[src/rtl/json_view_packer.sv]
// json_view_packer: packs NUM_VIEWS camera views into one JSON byte stream
// {"1":"<data>",\n"2":"<data>"...} with valid/ready on both sides.
module json_view_packer #(
  parameter int WORD_BYTES     = 8,
  parameter int WORDS_PER_VIEW = 102400,
  parameter int NUM_VIEWS      = 3,
  parameter int CNT_W          = 17
) (
  input  logic                    clk,
  input  logic                    rst_n,
  input  logic                    start,
  input  logic                    hex_mode,
  input  logic                    in_valid,
  output logic                    in_ready,
  input  logic [8*WORD_BYTES-1:0] in_data,
  output logic                    out_valid,
  input  logic                    out_ready,
  output logic [7:0]              out_data,
  output logic                    view_done,
  output logic                    file_done,
  output logic                    busy,
  output logic [3:0]              cur_view
);

  localparam int DW   = 8 * WORD_BYTES;
  localparam int BC_W = $clog2(2 * WORD_BYTES + 1);

  typedef enum logic [2:0] {S_IDLE, S_OPEN, S_VHDR, S_DATA, S_VTAIL, S_CLOSE} state_t;

  state_t            state_r, state_nx_s;
  logic [7:0]        out_data_r;
  logic              out_valid_r, out_vq_r, out_cl_r;
  logic              view_done_r, file_done_r, busy_r, hex_r;
  logic [3:0]        cur_view_r;
  logic [2:0]        hdr_idx_r;
  logic [1:0]        tail_idx_r;
  logic [DW-1:0]     buf_r;
  logic [BC_W-1:0]   buf_cnt_r;
  logic [CNT_W-1:0]  word_cnt_r;

  logic              have_byte_s, tag_vq_s, tag_cl_s;
  logic [7:0]        byte_s;
  logic              load_s, take_s, accept_s, start_acc_s, in_ready_s;
  logic              last_char_s, last_word_s, last_view_s;

  function automatic logic [7:0] hex_char(input logic [3:0] n);
    if (n < 4'd10) hex_char = 8'h30 + {4'h0, n};
    else           hex_char = 8'h57 + {4'h0, n};
  endfunction

  assign in_ready_s  = (state_r == S_DATA) && (buf_cnt_r == {BC_W{1'b0}});
  assign accept_s    = in_valid & in_ready_s;
  assign take_s      = out_valid_r & out_ready;
  assign load_s      = have_byte_s & (~out_valid_r | out_ready);
  assign start_acc_s = (state_r == S_IDLE) & start & ~busy_r;
  assign last_char_s = (buf_cnt_r == BC_W'(1));
  assign last_word_s = (word_cnt_r == CNT_W'(WORDS_PER_VIEW - 1));
  assign last_view_s = (cur_view_r == 4'(NUM_VIEWS));

  // Selects the next byte to present and tags view-closing quote / final brace.
  always_comb begin
    have_byte_s = 1'b0;
    byte_s      = 8'h00;
    tag_vq_s    = 1'b0;
    tag_cl_s    = 1'b0;
    case (state_r)
      S_OPEN: begin
        have_byte_s = 1'b1;
        byte_s      = 8'h7B;
      end
      S_VHDR: begin
        have_byte_s = 1'b1;
        case (hdr_idx_r)
          3'd1:    byte_s = 8'h30 + {4'h0, cur_view_r};
          3'd3:    byte_s = 8'h3A;
          default: byte_s = 8'h22;
        endcase
      end
      S_DATA: begin
        have_byte_s = (buf_cnt_r != {BC_W{1'b0}});
        byte_s      = hex_r ? hex_char(buf_r[DW-1 -: 4]) : buf_r[DW-1 -: 8];
      end
      S_VTAIL: begin
        have_byte_s = 1'b1;
        tag_vq_s    = (tail_idx_r == 2'd0);
        case (tail_idx_r)
          2'd1:    byte_s = 8'h2C;
          2'd2:    byte_s = 8'h0A;
          default: byte_s = 8'h22;
        endcase
      end
      S_CLOSE: begin
        have_byte_s = 1'b1;
        byte_s      = 8'h7D;
        tag_cl_s    = 1'b1;
      end
      default: have_byte_s = 1'b0;
    endcase
  end

  // Next-state logic; states advance when their byte is loaded into the output register.
  always_comb begin
    state_nx_s = state_r;
    case (state_r)
      S_IDLE:  if (start_acc_s) state_nx_s = S_OPEN; else state_nx_s = S_IDLE;
      S_OPEN:  if (load_s) state_nx_s = S_VHDR; else state_nx_s = S_OPEN;
      S_VHDR:  if (load_s && hdr_idx_r == 3'd4) state_nx_s = S_DATA; else state_nx_s = S_VHDR;
      S_DATA:  if (load_s && last_char_s && last_word_s) state_nx_s = S_VTAIL;
               else state_nx_s = S_DATA;
      S_VTAIL: if (load_s && tail_idx_r == 2'd0 && last_view_s) state_nx_s = S_CLOSE;
               else if (load_s && tail_idx_r == 2'd2) state_nx_s = S_VHDR;
               else state_nx_s = S_VTAIL;
      S_CLOSE: if (load_s) state_nx_s = S_IDLE; else state_nx_s = S_CLOSE;
      default: state_nx_s = S_IDLE;
    endcase
  end

  // State register.
  always_ff @(posedge clk) begin
    if (!rst_n) state_r <= S_IDLE;
    else        state_r <= state_nx_s;
  end

  // Output register, status pulses, counters and the word shift buffer.
  always_ff @(posedge clk) begin
    if (!rst_n) begin
      out_data_r  <= 8'h00;
      out_valid_r <= 1'b0;
      out_vq_r    <= 1'b0;
      out_cl_r    <= 1'b0;
      view_done_r <= 1'b0;
      file_done_r <= 1'b0;
      busy_r      <= 1'b0;
      hex_r       <= 1'b0;
      cur_view_r  <= 4'd0;
      hdr_idx_r   <= 3'd0;
      tail_idx_r  <= 2'd0;
      buf_r       <= {DW{1'b0}};
      buf_cnt_r   <= {BC_W{1'b0}};
      word_cnt_r  <= {CNT_W{1'b0}};
    end else begin
      if (load_s) begin
        out_data_r  <= byte_s;
        out_valid_r <= 1'b1;
        out_vq_r    <= tag_vq_s;
        out_cl_r    <= tag_cl_s;
      end else if (take_s) begin
        out_valid_r <= 1'b0;
      end
      view_done_r <= take_s & out_vq_r;
      file_done_r <= take_s & out_cl_r;

      // busy drops one cycle after the file_done pulse so a coincident start is ignored
      if (start_acc_s) begin
        busy_r     <= 1'b1;
        hex_r      <= hex_mode;
        cur_view_r <= 4'd1;
      end else if (file_done_r) begin
        busy_r <= 1'b0;
      end
      if (take_s && out_cl_r) cur_view_r <= 4'd0;
      if (load_s && state_r == S_VTAIL && tail_idx_r == 2'd2) cur_view_r <= cur_view_r + 4'd1;

      if (load_s && state_r == S_VHDR)
        hdr_idx_r <= (hdr_idx_r == 3'd4) ? 3'd0 : hdr_idx_r + 3'd1;
      if (load_s && state_r == S_VTAIL)
        tail_idx_r <= ((tail_idx_r == 2'd0 && last_view_s) || tail_idx_r == 2'd2) ?
                      2'd0 : tail_idx_r + 2'd1;

      if (accept_s) begin
        buf_r     <= in_data;
        buf_cnt_r <= hex_r ? BC_W'(2 * WORD_BYTES) : BC_W'(WORD_BYTES);
      end else if (load_s && state_r == S_DATA) begin
        buf_r     <= hex_r ? (buf_r << 3'd4) : (buf_r << 4'd8);
        buf_cnt_r <= buf_cnt_r - BC_W'(1);
        if (last_char_s)
          word_cnt_r <= last_word_s ? {CNT_W{1'b0}} : word_cnt_r + CNT_W'(1);
      end
    end
  end

  assign in_ready  = in_ready_s;
  assign out_valid = out_valid_r;
  assign out_data  = out_data_r;
  assign view_done = view_done_r;
  assign file_done = file_done_r;
  assign busy      = busy_r;
  assign cur_view  = cur_view_r;

endmodule

[config.mk]
export PLATFORM = sky130hd
export DESIGN_NAME = json_view_packer
export DESIGN_NICKNAME = d
export VERILOG_FILES = /design/src/rtl/json_view_packer.sv
export SDC_FILE = /design/constraint.sdc
export NUM_CORES = 1
export LEC_CHECK = 0
export ABC_AREA = 1
export BUFFER_PORTS_ARGS = -buffer_cell sky130_fd_sc_hd__buf_2
export CAP_MARGIN = 20
export CELL_PAD_IN_SITES_DETAIL_PLACEMENT = 1
export CELL_PAD_IN_SITES_GLOBAL_PLACEMENT = 1
export CORE_UTILIZATION = 44
export CTS_CLUSTER_DIAMETER = 200
export DETAILED_ROUTE_END_ITERATION = 10
export PLACE_DENSITY = 0.86
export SYNTH_ARGS = -nofsm -noshare
export SYNTH_HDL_FRONTEND = slang
export SYNTH_SLANG_ARGS = --single-unit
[constraint.sdc]
create_clock -name clk -period 3.5 [get_ports clk]
set_clock_uncertainty 0.05 [all_clocks]
set_input_delay 0.175 -clock clk [delete_from_list [all_inputs] [get_ports clk]]
set_output_delay 0.175 -clock clk [all_outputs]
set_load 0.05 [all_outputs]
==> results of run 1 <==
state kept, by name (all words and copies together), names as in the netlist:
signal and count:
tail_idx_r 2, buf_cnt_r 5, out_cl_r 1, out_vq_r 1, word_cnt_r 17, out_data 8
busy 1, out_valid 1, hdr_idx_r 3, file_done 1, buf_r 64, state_r 3
hex_r 1, cur_view 4, view_done 1
worst paths after layout:
kind                                                  to  slack (ps)  depth (start not counted)
worst max-delay path               buf_r[1]$_SDFFE_PN0P_        1080                         12
worst min-delay path              buf_r[44]$_SDFFE_PN0P_          20                          5
worst max register to register     buf_r[1]$_SDFFE_PN0P_        1080                         12
worst min register to register  out_data[2]$_SDFFE_PN0N_         410                          2
report_power, final:
part / leakage (nW) / switching [mW] / internal (mW)
combinational: 2.69 / 0.280 / 0.119
clock: 0.286 / 0.594 / 1.08
sequential: 0.912 / 0.0285 / 1.32
metrics by stage:
step	area, sq um	setup WS (ps)	total power [mW]	util
2_1_floorplan	6670	1380	1.64	-
3_3_place_gp	7030	1180	1.75	0.480
3_5_place_dp	7030	1080	1.76	0.480
4_1_cts	7660	1040	3.44	0.523
5_1_grt	7710	957	3.56	0.526
6_report	7710	1080	3.42	0.526
logic make-up (layout without fill, tap and decap cells):
kind of cell               count (synthesis)  after routing  share of synthesized area
adders and majority gates                 16             16                     0.0300
and+or+nand+nor                          678            678                      0.410
buffers and inverters                    118            192                     0.0873
AOI/OAI and AO/OA                        151            151                      0.116
xor gates and xnor gates                  13             13                     0.0171
DFF                                      113            113                      0.339
timing repair:
action,CTS,global route
hold buffers,6,0
hold endpoints to repair,6,0
setup endpoints to repair,0,0
buffers inserted,0,0
gates resized for setup,0,0
cell usage in the layout (no fill, tap or decap), types with 2 or more instances in the layout:
cell	count
inv_2	10
nand2_1	427
nand2_2	5
dfxtp_1	112
buf_12	2
o21ai_1	60
or2_2	5
nand4_1	12
nand3b_1	2
nand3_1	39
clkbuf_1	3
buf_4	4
clkbuf_8	6
nand2_4	2
a21oi_1	50
xor2_1	10
clkinv_2	5
o21ai_0	36
inv_1	51
nor2_1	168
dlygate4sd3_1	6
nor3_1	8
xnor2_1	3
nand3_2	3
ha_1	16
buf_2	86
nor2_2	3
clkbuf_16	17
a21oi_2	2
cell type report:
| class | instances | area, sq um | share of cell area |
|---|---|---|---|
| multi-input combinational | 858 | 3820 | 0.496 |
| sequential | 113 | 2260 | 0.294 |
| timing repair buffer | 99 | 588 | 0.0763 |
| clock buffer | 26 | 519 | 0.0674 |
| inverter | 62 | 234 | 0.0304 |
| tap | 184 | 230 | 0.0299 |
| clock inverter | 5 | 50.0 | 0.00649 |
tightest hold or removal path, cell delays in order:
cell	delay, ps
buf_2	70
nand2_1	40
nand2_1	50
nor2_1	40
nor2_1	80
per-layer routing:
layer	track usage	up-vias	part of all wire
met5	0	-	0
met4	0.0854	0	0.017
met3	0.0509	25	0.043
met2	0.447	139	0.47
met1	0.349	3292	0.47
li1	-	3550	-
==> results by group, run 1 <==
Status
  – Outcome: completed

Worst setup path
  – Critical Path Source Type: flip-flop
  – Critical R2R Launch: state_r[1]$_SDFF_PN0_
  – CP endpoint kind: flip-flop
  – Critical-path cell list: inv_2 -> ha_1 -> inv_1 -> nand2_1 -> nor2_2 -> nand2_4 -> nand3_4 -> nand2_4 -> inv_2 -> buf_12 -> nand2_1 -> a21oi_1
  – CP peak stage delay: 460 ps
  – Slowest-stage cell, CP: dfxtp_1
  – CP startpoint: state_r[1]$_SDFF_PN0_
  – Crit Path Max Fanout: 39
  – Worst EP arrival: 2710 ps
  – Required @ worst endpoint: 3790 ps
  – Crit Path Class: flip-flop to flip-flop
  – Bufs and invs on worst path: 4
  – CP top delay family: buffers and inverters

STA
  – Max Slew Vio Count: 0
  – Final setup viols: 0
  – Fin crit period: 2420 ps
  – Final Hold Vio Count: 0
  – RSZ-0062 raised after global routing: false
  – Worst Tran Pin Value: 788 ps
  – Worst relative slew slack: 0.475
  – Final Cycle Share: 0.691
  – Fin Hold WS: 21.8 ps
  – Setup TNS: 0 ps
  – Fmax: just over 400 MHz

Min path
  – Worst hold start: in_data[44]
  – Hold/Removal Path Class: input port to flip-flop

Detailed routing
  – Via count: 7006
  – First DRT Iteration DRCs: 460
  – Initial DRT Pass Iterations: 7
  – Remaining DRCs: 0
  – Vias/cell: 5.20
  – Final ANT Viol Nets: 0
  – WL/cell: between 10 and 15 microns
  – Final wirelength: between 20000 and 25000 microns

Logic synthesis
  – EDFF count, synth: 0
  – Synthesized area: ~0.0067 sq mm
  – Seq/Total Area, Yosys: 0.339
  – Synth async-reset ratio: 0
  – Yosys warns: 0
  – Post-synth net total: 1175
  – Synth unique cells: 34
  – Most numerous cell in the Yosys netlist: nand2_1
  – Number of synthesized register bits: 113
  – Cell accounting for the most synthesized area: dfxtp_1
  – Synth area leaders: dfxtp_1 (34%), nand2_1 (24%), nor2_1 (9.5%), o21ai_1 (4.5%), a21oi_1 (3.8%)
  – Synth cell count leaders: nand2_1 (427), nor2_1 (168), dfxtp_1 (113)
  – Post-synth top area share: 0.339
  – Avg Inst Size Synth: 6.12 sq um
  – Synth Flop Type: dfxtp_1
  – Gate Count Post-Synth: 1089

Global route
  – Global-route wire length before repair: between 30000 and 40000 microns
  – Remaining Overflow, GRT: 0
  – Overall Global Routing Usage: 0.268
  – Initial antenna violation count: 0
  – Largest net degree at the start of global routing: 71
  – Number of global-route vias before repair: roughly 6.8k

Cells and area
  – # fillers: 2059
  – Net count, final: 1237
  – Layout area overhead: 15.6%
  – Ant diodes: 0
  – Fin cells: around 1.3k
  – Share of layout cells above drive strength 1: 0.134

Placed design
  – PortBufs: 86
  – HPWL Detailed: 12600 microns
  – RePlAce Congestion: 0.853
  – Placed cell count: 1308

Power and ir drop
  – Pwr Density: 444 mW/mm^2
  – Maximum VDD drop: 0.324 mV
  – Leakage: 3.89 nW

Clock tree
  – Clock buffer depth: 2
  – Worst skew pair latency: roughly 430 ps
  – CTS sink cnt: 113
  – CTS root buf: clkbuf_16
  – CTS tree: done
  – CTS clk-pin slew, worst paths: 50 ps
  – Total CTS buffers: 17
  – H-tree levels: 4

Floorplan
  – Die area: 0.0156 sq mm
  – Io pins: 87
  – Total core area: about 0.015 sq mm
  – # rows: 44
  – Die W: 125 microns
  – Initial Util: 0.455
  – Die Height: 125 microns

Flow run
  – Max cap viols: 0
Power figures use the tool's default switching activity.
==> inputs of run 2 (changes only) <==
--- a/config.mk
+++ b/config.mk
@@ -5,15 +5,15 @@
 export SDC_FILE = /design/constraint.sdc
 export NUM_CORES = 1
 export LEC_CHECK = 0
-export ABC_AREA = 1
+export ABC_AREA = 0
 export BUFFER_PORTS_ARGS = -buffer_cell sky130_fd_sc_hd__buf_2
 export CAP_MARGIN = 20
 export CELL_PAD_IN_SITES_DETAIL_PLACEMENT = 1
 export CELL_PAD_IN_SITES_GLOBAL_PLACEMENT = 1
-export CORE_UTILIZATION = 44
+export CORE_UTILIZATION = 43
 export CTS_CLUSTER_DIAMETER = 200
 export DETAILED_ROUTE_END_ITERATION = 10
-export PLACE_DENSITY = 0.86
+export PLACE_DENSITY = 0.8
 export SYNTH_ARGS = -nofsm -noshare
 export SYNTH_HDL_FRONTEND = slang
 export SYNTH_SLANG_ARGS = --single-unit
==> constraint.sdc (replaced) <==
create_clock -name clk -period 2.35 [get_ports clk]
set_clock_uncertainty 0.05 [all_clocks]
set_input_delay 0.1175 -clock clk [delete_from_list [all_inputs] [get_ports clk]]
set_output_delay 0.1175 -clock clk [all_outputs]
set_load 0.05 [all_outputs]
==> run 2 against run 1 <==
  * Area after synthesis decreased by 3.7%
  * Total power rose by 46%
  * Largest cell class unchanged
  * Via count is 4.8% lower
  * Clock power increased by 51%
  * Global-route usage rose by 2.3 points
==> results by group, run 2 <==
Power and ir drop
  – Leakage: 3.16 nW
  – Pwr Density: approximately 600 mW/mm^2
  – Total power: 4.99 mW
  – Maximum VDD drop: 0.547 mV

STA
  – Worst Tran Pin Value: 540 ps
  – Max Slew Vio Count: 0
  – RSZ-0062 raised after global routing: true
  – Worst relative slew slack: 0.640
  – Fin crit period: 2300 ps
  – Final Cycle Share: 0.980
  – Final setup viols: 0
  – Final Hold Vio Count: 0
  – Fmax: 434 MHz
  – Fin Hold WS: 8.58 ps

Detailed routing
  – WL/cell: about 20 microns
  – Via count: 6669
  – Remaining DRCs: 0
  – Final ANT Viol Nets: 0
  – Vias/cell: 6.02
  – Initial DRT Pass Iterations: 5
  – First DRT Iteration DRCs: 513
  – Final wirelength: approximately 22000 microns

Placed design
  – Placed cell count: 1016
  – PortBufs: 86
  – DP Area: about 0.0071 sq mm
  – RePlAce Congestion: 0.859
  – HPWL Detailed: 13200 microns

Cells and area
  – Commonest non-fill, non-tap cell in the layout: o211ai_1
  – Most frequent cells in the layout: o211ai_1 (116), dfxtp_1 (110), nand2_1 (91)
  – Post-layout util: 0.570
  – Net count, final: 997
  – Biggest register: buf_r
  – Layout area overhead: 29.1%
  – Fin cells: 1108
  – Design area: 0.00829 sq mm
  – Max FFs per register: 64
  – Share of layout cells above drive strength 1: 0.180
  – # fillers: 1752

Logic synthesis
  – Yosys warns: 0
  – Avg Inst Size Synth: roughly 8 sq um
  – Synthesized area: roughly 0.0064 sq mm
  – Synth unique cells: 57
  – Synth async-reset ratio: 0
  – Post-synth top area share: 0.353
  – Synth area leaders: dfxtp_1 (35%), o211ai_1 (14%), mux2i_1 (9.2%), o21ai_0 (6.4%), nand2_1 (5.4%)
  – Most numerous cell in the Yosys netlist: o211ai_1
  – Seq/Total Area, Yosys: 0.353
  – Gate Count Post-Synth: a little under 800
  – Cell accounting for the most synthesized area: dfxtp_1
  – Synth Flop Type: dfxtp_1
  – Synth cell count leaders: o211ai_1 (116), dfxtp_1 (113), nand2_1 (92)
  – Post-synth net total: roughly 880
  – EDFF count, synth: 0
  – Number of synthesized register bits: between 100 and 150

Clock tree
  – Worst skew pair latency: about 430 ps
  – CTS root buf: clkbuf_16
  – H-tree levels: 4
  – Total CTS buffers: 17
  – CTS clk-pin slew, worst paths: 60 ps
  – CTS tree: done
  – CTS sink cnt: ~110
  – Clock buffer depth: 2

Global route
  – Number of global-route vias before repair: 6901
  – Largest net degree at the start of global routing: between 80 and 90
  – Remaining Overflow, GRT: 0
  – Overall Global Routing Usage: 0.291
  – Global-route wire length before repair: 34800 microns
  – Initial antenna violation count: 0

Min path
  – Hold/Removal Path Class: input port to flip-flop
  – Worst Hold Depth: 3

Floorplan
  – Die Height: about 120 microns
  – Initial Util: 0.442
  – Die area: between 0.015 and 0.02 sq mm
  – # rows: 44
  – Total core area: 0.0145 sq mm
  – Die W: 124 microns
  – Io pins: 87

Worst setup path
  – FF-to-FF path depth: 8
  – Critical Path Source Type: flip-flop
  – Crit Path Max Fanout: 10
  – Crit Path Class: flip-flop to flip-flop
  – Worst EP arrival: 2610 ps
  – CP endpoint kind: flip-flop
  – Required @ worst endpoint: 2660 ps

Status
  – Outcome: completed

Flow run
  – Max cap viols: 0
[run 2: cell types whose count changed in the layout (fill, tap and decap cells not counted), sizes merged, moves of 42 or more]
cell / change
o211ai: +115
mux2i: +59
inv: -42
nand2: -342
dlygate4sd3: +53
nor2: -139
[run 2: timing repair]
action | 4_1_cts | 5_1_grt
endpoints found under the hold margin | 60 | 0
buffers inserted | 1 | 0
hold buffers | 59 | 0
pin swaps | 1 | 0
gates resized for setup | 5 | 3
setup endpoints to repair | 6 | 10
[run 2: layout make-up]
class / count / area (sq um) / share of cell area
Antenna cell: 1 / 2.50 / 0.000302
Clock buffer: 25 / 485 / 0.0586
Clock inverter: 6 / 80.1 / 0.00966
Inverter: 19 / 73.8 / 0.00891
Multi-Input combinational cell: 584 / 3830 / 0.462
Sequential cell: 113 / 2270 / 0.274
Tap cell: 184 / 230 / 0.0278
Timing Repair Buffer: 176 / 1320 / 0.159
[run 2: cell families (layout without fill, tap and decap cells)]
family | after synthesis | after routing | share of synthesized area
buffers and inverters | 92 | 226 | 0.0567
AOI/OAI and AO/OA | 279 | 279 | 0.280
DFF | 113 | 113 | 0.353
and+or+nand+nor | 219 | 219 | 0.172
other | 0 | 1 | 0
adders and majority gates | 16 | 16 | 0.0312
xor gates and xnor gates | 10 | 10 | 0.0136
muxes | 60 | 60 | 0.0938
[run 2: worst max-delay path, stage by stage (launching register included)]
cell and delay, ps:
dfxtp_2 350, inv_1 70, ha_1 190, nor4b_2 160, o311a_1 140, buf_4 180, or4_4 520, or4_4 500
o21ai_2 80
[run 2: through the flow]
| step | TNS, ps | setup WS, ps |
|---|---|---|
| 6_report | 0 | 48.0 |
| 5_1_grt | -10.3 | -10.3 |
| 4_1_cts | 0 | 1.25 |
| 3_5_place_dp | -151 | -80.6 |
| 3_3_place_gp | 0 | 75.6 |
| 2_1_floorplan | -56.0 | -56.0 |
[run 2: worst paths after layout]
check / endpoint / slack, ps / from
setup / recovery: word_cnt_r[16]$_SDFFE_PN0P_ / 50 / buf_cnt_r[0]$_SDFFE_PN0P_
hold / removal: buf_r[34]$_SDFFE_PN0P_ / 9 / in_data[34]
setup reg to reg: word_cnt_r[16]$_SDFFE_PN0P_ / 50 / buf_cnt_r[0]$_SDFFE_PN0P_
hold reg to reg: out_vq_r$_SDFFE_PN0N_ / 400 / out_vq_r$_SDFFE_PN0N_
[run 2: routing by layer]
metal,up-vias,GRT usage,wire length (microns)
li1,3182,-,-
met1,3281,0.347,9120
met2,148,0.499,11000
met3,58,0.0627,747
met4,0,0.132,647
met5,-,0,0
[run 2: where the power goes]
part | total (mW) | switching [mW] | internal, mW
logic | 0.498 | 0.276 | 0.222
clock network | 2.53 | 0.901 | 1.63
registers | 1.97 | 0.0341 | 1.93
total | 4.99 | 1.21 | 3.78
